<file path="src/rtl/dac_pkg.sv">
// Shared types, default sizes and the midscale helper for the dual-channel DAC interface.
// Build option: define DAC_OFFSET_BINARY_EN for offset-binary output codes (default: two's complement).
package dac_pkg;

    localparam int DEF_DATA_WIDTH = 14;
    localparam int DEF_DIV        = 4;

`ifdef DAC_OFFSET_BINARY_EN
    localparam bit OFFSET_BINARY_EN = 1'b1;
`else
    localparam bit OFFSET_BINARY_EN = 1'b0;
`endif

    typedef enum logic [1:0] {
        ST_IDLE     = 2'd0,
        ST_RUN      = 2'd1,
        ST_UNDERRUN = 2'd2
    } dac_state_e;

    // DAC code for a zero sample; in offset-binary mode this is also the MSB flip mask.
    function automatic logic [31:0] midscale(input int width);
        return OFFSET_BINARY_EN ? (32'd1 << (width - 1)) : 32'd0;
    endfunction

endpackage

</file>
<file path="src/rtl/dac_clk_div.sv">
// Update-period divider: phase counter 0..DIV-1, update tick on the last phase,
// and the DAC clock/write strobe during the second half of each period.
module dac_clk_div
    import dac_pkg::*;
#(
    parameter int DIV = DEF_DIV,
    localparam int CNT_W = $clog2(DIV)
) (
    input  logic             clk_in,
    input  logic             rst_in,
    input  logic             run,
    output logic [CNT_W-1:0] cnt,
    output logic             tick,
    output logic             strobe
);

    localparam logic [CNT_W-1:0] LAST = CNT_W'(DIV - 1);
    localparam logic [CNT_W-1:0] HALF = CNT_W'(DIV / 2);

    logic [CNT_W-1:0] cnt_q;
    logic [CNT_W-1:0] cnt_d;

    // NOTE: combinational blocks assign a default first so no path leaves a latch behind.
    always_comb begin
        cnt_d = cnt_q;
        if (!run || cnt_q == LAST) begin
            cnt_d = '0;
        end else begin
            cnt_d = cnt_q + CNT_W'(1);
        end
    end

    // NOTE: state registers use non-blocking assignments; blocking is kept to always_comb.
    always_ff @(posedge clk_in) begin
        if (rst_in) begin
            cnt_q <= '0;
        end else begin
            cnt_q <= cnt_d;
        end
    end

    assign cnt    = cnt_q;
    assign tick   = run && (cnt_q == LAST);
    assign strobe = run && (cnt_q >= HALF);

endmodule

</file>
<file path="src/rtl/dac_dual_if.sv">
// Dual-channel DAC interface: single-entry input buffer, paced sample delivery every DIV cycles,
// underrun detection/counting. Build option: DAC_OFFSET_BINARY_EN (offset-binary output codes).
module dac_dual_if
    import dac_pkg::*;
#(
    parameter int DATA_WIDTH = DEF_DATA_WIDTH,
    parameter int DIV        = DEF_DIV
) (
    input  logic                  clk_in,
    input  logic                  rst_in,
    input  logic                  enable_in,
    input  logic                  clear_in,
    input  logic                  s_valid,
    output logic                  s_ready,
    input  logic [DATA_WIDTH-1:0] s_dataA,
    input  logic [DATA_WIDTH-1:0] s_dataB,
    output logic [DATA_WIDTH-1:0] dac_dataA_out,
    output logic [DATA_WIDTH-1:0] dac_dataB_out,
    output logic                  dac_clk_out,
    output logic                  dac_wrt_out,
    output logic                  underrun_out,
    output logic [15:0]           underrun_cnt
);

    localparam int CNT_W = $clog2(DIV);
    // Zero-sample code; XOR with it converts two's complement to the output code in either mode.
    localparam logic [DATA_WIDTH-1:0] MIDSCALE = DATA_WIDTH'(midscale(DATA_WIDTH));

    dac_state_e            state_q, state_d;
    logic                  buf_valid_q, buf_valid_d;
    logic [DATA_WIDTH-1:0] buf_a_q, buf_a_d;
    logic [DATA_WIDTH-1:0] buf_b_q, buf_b_d;
    logic [DATA_WIDTH-1:0] dac_a_q, dac_a_d;
    logic [DATA_WIDTH-1:0] dac_b_q, dac_b_d;
    logic                  underrun_q, underrun_d;
    logic [15:0]           urun_cnt_q, urun_cnt_d;

    logic                  run;
    logic                  tick;
    logic                  strobe;
    logic                  load;
    logic                  urun_event;
    logic [CNT_W-1:0]      div_cnt_unused;

    assign run     = (state_q != ST_IDLE);
    assign s_ready = !buf_valid_q && enable_in;

    dac_clk_div #(
        .DIV (DIV)
    ) u_clk_div (
        .clk_in (clk_in),
        .rst_in (rst_in),
        .run    (run),
        .cnt    (div_cnt_unused),
        .tick   (tick),
        .strobe (strobe)
    );

    always_comb begin
        state_d     = state_q;
        buf_valid_d = buf_valid_q;
        buf_a_d     = buf_a_q;
        buf_b_d     = buf_b_q;
        dac_a_d     = dac_a_q;
        dac_b_d     = dac_b_q;
        underrun_d  = underrun_q;
        urun_cnt_d  = urun_cnt_q;
        load        = 1'b0;
        urun_event  = 1'b0;

        if (s_valid && s_ready) begin
            buf_valid_d = 1'b1;
            buf_a_d     = s_dataA;
            buf_b_d     = s_dataB;
        end

        unique case (state_q)
            ST_IDLE: begin
                if (enable_in && buf_valid_q) begin
                    load    = 1'b1;
                    state_d = ST_RUN;
                end
            end
            ST_RUN, ST_UNDERRUN: begin
                if (tick) begin
                    // Disable wins at the period boundary; any buffered pair is kept for restart.
                    if (!enable_in) begin
                        state_d = ST_IDLE;
                        dac_a_d = MIDSCALE;
                        dac_b_d = MIDSCALE;
                    end else if (buf_valid_q) begin
                        load    = 1'b1;
                        state_d = ST_RUN;
                    end else begin
                        state_d    = ST_UNDERRUN;
                        urun_event = (state_q == ST_RUN);
                    end
                end
            end
            default: state_d = ST_IDLE;
        endcase

        // load needs buf_valid_q set, a transfer needs it clear, so the two never collide.
        if (load) begin
            dac_a_d     = buf_a_q ^ MIDSCALE;
            dac_b_d     = buf_b_q ^ MIDSCALE;
            buf_valid_d = 1'b0;
        end

        if (clear_in) begin
            underrun_d = 1'b0;
            urun_cnt_d = '0;
        end else if (urun_event) begin
            underrun_d = 1'b1;
            if (urun_cnt_q != 16'hFFFF) begin
                urun_cnt_d = urun_cnt_q + 16'd1;
            end
        end
    end

    always_ff @(posedge clk_in) begin
        if (rst_in) begin
            state_q     <= ST_IDLE;
            buf_valid_q <= 1'b0;
            dac_a_q     <= MIDSCALE;
            dac_b_q     <= MIDSCALE;
            underrun_q  <= 1'b0;
            urun_cnt_q  <= '0;
        end else begin
            state_q     <= state_d;
            buf_valid_q <= buf_valid_d;
            dac_a_q     <= dac_a_d;
            dac_b_q     <= dac_b_d;
            underrun_q  <= underrun_d;
            urun_cnt_q  <= urun_cnt_d;
        end
    end

    // NOTE: buffer payload has no reset; buf_valid_q alone qualifies it, so reset stays off the datapath.
    always_ff @(posedge clk_in) begin
        buf_a_q <= buf_a_d;
        buf_b_q <= buf_b_d;
    end

    assign dac_dataA_out = dac_a_q;
    assign dac_dataB_out = dac_b_q;
    assign dac_clk_out   = strobe;
    assign dac_wrt_out   = strobe;
    assign underrun_out  = underrun_q;
    assign underrun_cnt  = urun_cnt_q;

endmodule

</file>
<file path="config.mk">
export PLATFORM = sky130hd
export DESIGN_NAME = dac_dual_if
export DESIGN_NICKNAME = d
export VERILOG_FILES = /design/src/rtl/dac_pkg.sv /design/src/rtl/dac_clk_div.sv /design/src/rtl/dac_dual_if.sv
export SDC_FILE = /design/constraint.sdc
export NUM_CORES = 1
export LEC_CHECK = 0
export CAP_MARGIN = 20
export CORE_MARGIN = 3
export CORE_UTILIZATION = 51
export DETAILED_ROUTE_END_ITERATION = 10
export GPL_TIMING_DRIVEN = 0
export MAX_ROUTING_LAYER = met4
export PLACE_DENSITY = 0.84
export SYNTH_ARGS = -nofsm -noshare
export SYNTH_HDL_FRONTEND = slang
export SYNTH_SLANG_ARGS = --single-unit
</file>
<file path="constraint.sdc">
create_clock -name clk_in -period 4.7 [get_ports clk_in]
set_clock_uncertainty 0.15 [all_clocks]
set_input_delay 1.41 -clock clk_in [delete_from_list [all_inputs] [get_ports clk_in]]
set_output_delay 1.41 -clock clk_in [all_outputs]
set_load 0.02 [all_outputs]
</file>
# Yosys cells after proc, flatten, opt, wreduce, memory -nomap -nowiden
# Index checks and enable logic that the tools add are counted.
# totals
mem_count	0
latch_bits	0
out_inout_bits	48
register_bits	78
mem_bits_ro	0
input_bits	33
wordCells	57
ramBits	0
# classes
multipliers	0
eq_ne	7
mux	19
reduce_logical	19
shift	0
n_lt_le_gt_ge	1
div_mod_pow	0
bitwise	0
addsub	2
# op_table
op	n
2-to-1 mux 14 bit	5
adder 16 x 1 -> 16 bit (second input constant)	1
inequality test 16 bit (second input constant)	1
2-to-1 mux 1 bit	8
2-to-1 mux 2 bit	4
OR reduction 2 bit	4
nonzero test 2 bit	3
logical AND 1 bit	5
equality test 2 bit (second input constant)	2
inequality test 2 bit (second input constant)	2
one-hot mux 2 bit (2 select lines)	1
AND reduction 2 bit	2
AND reduction 3 bit	1
adder 2 x 1 -> 2 bit (second input constant)	1
equality test 2 x 1 -> 1 bit (second input constant)	1
greater-or-equal comparator 2 bit (second input constant)	1
zero test 1 bit	2
zero test 2 bit	1
inequality test 2 x 1 -> 1 bit (second input constant)	1
one-hot mux 1 bit (2 select lines)	1
logical OR 1 bit	1

# Logic depth before layout (Yosys ltp)
# depth
ltp_word	6
ltp_mapped	9
mapped_depth_nobuf	6

# Cells and area by module
# Synthesis repeated with hierarchy kept, for this count alone.
# unflattened
cells_unflattened	262
hier_area_um2	2966.6
# by_module_without_submodules
mod	instances	seq_area_each_um2	cells_each	area_per_inst_um2
dac_dual_if	1	1801.7	253	2854.0
dac_clk_div	1	40.0	9	112.6

# Least setup slack after synthesis
# No wires, ideal clock.
# synth_timing
path_kind	input port to output port
from	input enable_in
to	output s_ready
t_arrival_ns	1.788
setup_slack_ns	1.352
required_time_ns	3.140
stages	1
path_cell_list	nor2b_1
# synth_between
elab_chain_cells	1
# synth_rtl
element	line_no	rtl
start: declaration	dac_dual_if.sv:11	input logic enable_in,
logical AND 1 bit	dac_dual_if.sv:46	assign s_ready = !buf_valid_q && enable_in;
end: declaration	dac_dual_if.sv:14	output logic s_ready,
# No other way between the ends.

# Worst setup path in the final report
# Same ends and word-level chain as after synthesis.

==> results.cfg <==
[run_status]
outcome = finished, final reports clean

[placement]
gpl.final_weighted_congestion = 0.895
io_buffer_count = 80
place.detailed.instances = 417
dp.final_hpwl_mm = 4.85

[power]
static_leakage_nw = 1.40
powerDensity_nw_per_um2 = 335
peakVddDrop_mv = 0.237

[worst_setup_path]
worst_r2r_path_depth = 7
timing.reg2reg.setup_slack_ps = 2170
peak_fanout_along_the_critical_path = 6
regToRegEndpoint = underrun_cnt[11]
setup.worst_path.end_class = output port
r2r-start = state_q[0]
timing.critical_path.from_type = input port
critPathArrivalTime_ps = 2930
crit_required_ps = 3140
worstSetupPathType = in2out

[synthesis]
avgSynthCellArea_um2 = 11.3
ys_seq_area_share_pct = 61.9
synth.ff_latch_count = 78
synth_ff_type = sky130_fd_sc_hd__dfxtp_1
synth-warning-count = 0
netlist_instances = 264
synth-edff-count = 28
synth.most_common_cell = sky130_fd_sc_hd__dfxtp_1
post_synth_most_frequent_cells = sky130_fd_sc_hd__dfxtp_1 (50), sky130_fd_sc_hd__nor2_1 (39), sky130_fd_sc_hd__a22oi_1 (28), sky130_fd_sc_hd__edfxtp_1 (28), sky130_fd_sc_hd__a21oi_1 (12)
synth_top_cells_by_area = sky130_fd_sc_hd__dfxtp_1 (34%), sky130_fd_sc_hd__edfxtp_1 (28%), sky130_fd_sc_hd__a22oi_1 (7.1%), sky130_fd_sc_hd__nor2_1 (4.9%), sky130_fd_sc_hd__ha_1 (2.5%)
synth_largest_area_cell = sky130_fd_sc_hd__dfxtp_1
synth.lib_cells_used.distinct = 43
synth_area_um2 = 2970
async_reset_ff_share_pct = 0
synth_top_cell_area_share_pct = 33.7
mappedNetlistNets = 303

[clock_tree]
numClockSinks = 78
postCtsHoldBufs = 0
post_cts.resized_instances = 0
worstSkewPairLatency_ps = 340
clock_tree.buffer_depth = 2
cts_inserted_buffers = 9
path_clk_slew_ps = 80
cts_tree = done
h-tree-depth = 3
cts_post_setup_buffers_inserted = 0
clock-root-buffer = sky130_fd_sc_hd__clkbuf_8

[finish]
fillerInstances = 399
final_net_count = 395
regArea_um2 = 1840
multi_input_comb_area_um2 = 1050
antenna_cells = 0
synthToLayoutAreaGrowth_pct = 37.6
final_cell_count_no_fill = 433
drive_gt1_share_pct = 6.93

[grt]
grt_first_pass_wirelength_mm = 10.9
largest_net_degree_at_the_start_of_global_routing = 18
grt_antenna_before_repair = 0
groute.usage.overall_pct = 22.0
globalRoute.totalOverflow = 0
grt_pass1_vias = 2363

[worst_hold_path]
number_of_stages_on_the_worst_hold_path = 1
hold_end = u_clk_div.cnt[0]
beginning_of_the_worst_hold_path = u_clk_div.cnt[0]
holdCritPathClass = reg2reg

[drt]
drt_pass1_iterations = 5
routed_via_density = 5.62
detail_route.wl_per_cell_um = 15.9
detail-route-antenna-nets = 0
via_count = 2435
drtIter0Drc = 150
finalWirelength_mm = 6.87
route.detailed.drc = 0

[floorplan]
count_of_boundary_i_o_pins = 81
initial_core_util_pct = 53.4
fp.dieH_um = 82.4
row_count = 27
die-width_um = 82.4
coreArea_um2 = 5570
die_area_um2 = 6780

[sta]
final_setup_violation_count = 0
timing.slew.headroom_pct = 37.3
minimum_clock_period_after_layout_ps = 4490
finalHoldViolCount = 0
rsz0062_at_grt = false
maxClockFrequency_ghz = 0.223
finalMaxSlewViolations = 0
worst_slew_pin_slew_ps = 932
fin_setup_tns_ps = 0
hold_slack_ps = 327
post-route-period-util_pct = 95.6

[job]
cap_violations = 0
## area by class of cell
type	instances	share of cell area, %
buffer	14	1.62
clock buffer	10	3.12
clock inverter	6	2.08
inverter	4	0.367
multi-input combinational	168	25.7
sequential	78	45.0
tap	72	2.20
timing repair buffer	81	19.9
## through the flow
stage,power [mW],cell area (um^2),utilization [%],worst slack [ps]
after detailed placement,0.849,3880,69.6,231
after global routing,1.42,4090,73.4,182
after global placement,0.845,3860,69.3,245
after CTS,1.38,4090,73.4,232
after floorplan,0.792,2970,-,1350
final,1.37,4090,73.4,207
## worst max path at each step
stage	endpoint	cells after the start	slack [ps]	start
after CTS	s_ready	3	230	enable_in
after global placement	s_ready	3	240	enable_in
after global routing	s_ready	3	180	enable_in
after detailed placement	s_ready	3	230	enable_in
after floorplan	s_ready	1	1350	enable_in
final	s_ready	3	210	enable_in
## logic make-up (layout without fill, tap and decap cells)
group                    Yosys count  in the layout  synth area share [%]
AO/OA/AOI/OAI                     66             66                  15.5
multiplexers                       1              1                 0.337
adder cells (fa/ha/maj)            6              6                  2.52
flip-flops                        78             78                  61.9
buffers and inverters             18            115                  2.73
AND/OR/NAND/NOR                   95             95                  17.0
## per-layer routing
layer	GRT usage (%)	part of all wire, %	up-vias
met5	-	0	-
met4	9.97	1.9	0
met3	5.10	4.5	12
met2	35.7	51	68
met1	25.9	42	1173
li1	-	-	1182
## power by group
group          switching [mW]  internal, mW
Clock                   0.239         0.298
Sequential            0.00863         0.720
Combinational          0.0504        0.0544
Total                   0.298          1.07
## critical path, stage by stage
cell and delay, ps:
sky130_fd_sc_hd__clkdlybuf4s50_1 570, sky130_fd_sc_hd__nor2b_1 290, sky130_fd_sc_hd__clkdlybuf4s50_1 660
## sequential cells by signal, indices dropped and copies added (netlist names)
register and cells:
buf_a_q 14, buf_b_q 14, buf_valid_q 1, dac_dataA_out 14, dac_dataB_out 14, state_q 2
u_clk_div.cnt 2, underrun_cnt 16, underrun_out 1
## layout by cell type (no fill, tap or decap), types with 7 or more instances in the layout
cell type                         synthesis  routed
sky130_fd_sc_hd__a22oi_1                 28      28
sky130_fd_sc_hd__a21oi_1                 12      12
sky130_fd_sc_hd__or4_1                    8       8
sky130_fd_sc_hd__clkbuf_8                 0       9
sky130_fd_sc_hd__nand2_1                  8       8
sky130_fd_sc_hd__nor2_1                  39      39
sky130_fd_sc_hd__o21ai_0                  8       8
sky130_fd_sc_hd__edfxtp_1                28      28
sky130_fd_sc_hd__clkdlybuf4s50_1          0      80
sky130_fd_sc_hd__dfxtp_1                 50      50
sky130_fd_sc_hd__clkbuf_1                10      11
sky130_fd_sc_hd__nand3_1                  7       7
No activity file was read; power rests on OpenSTA's default activity.
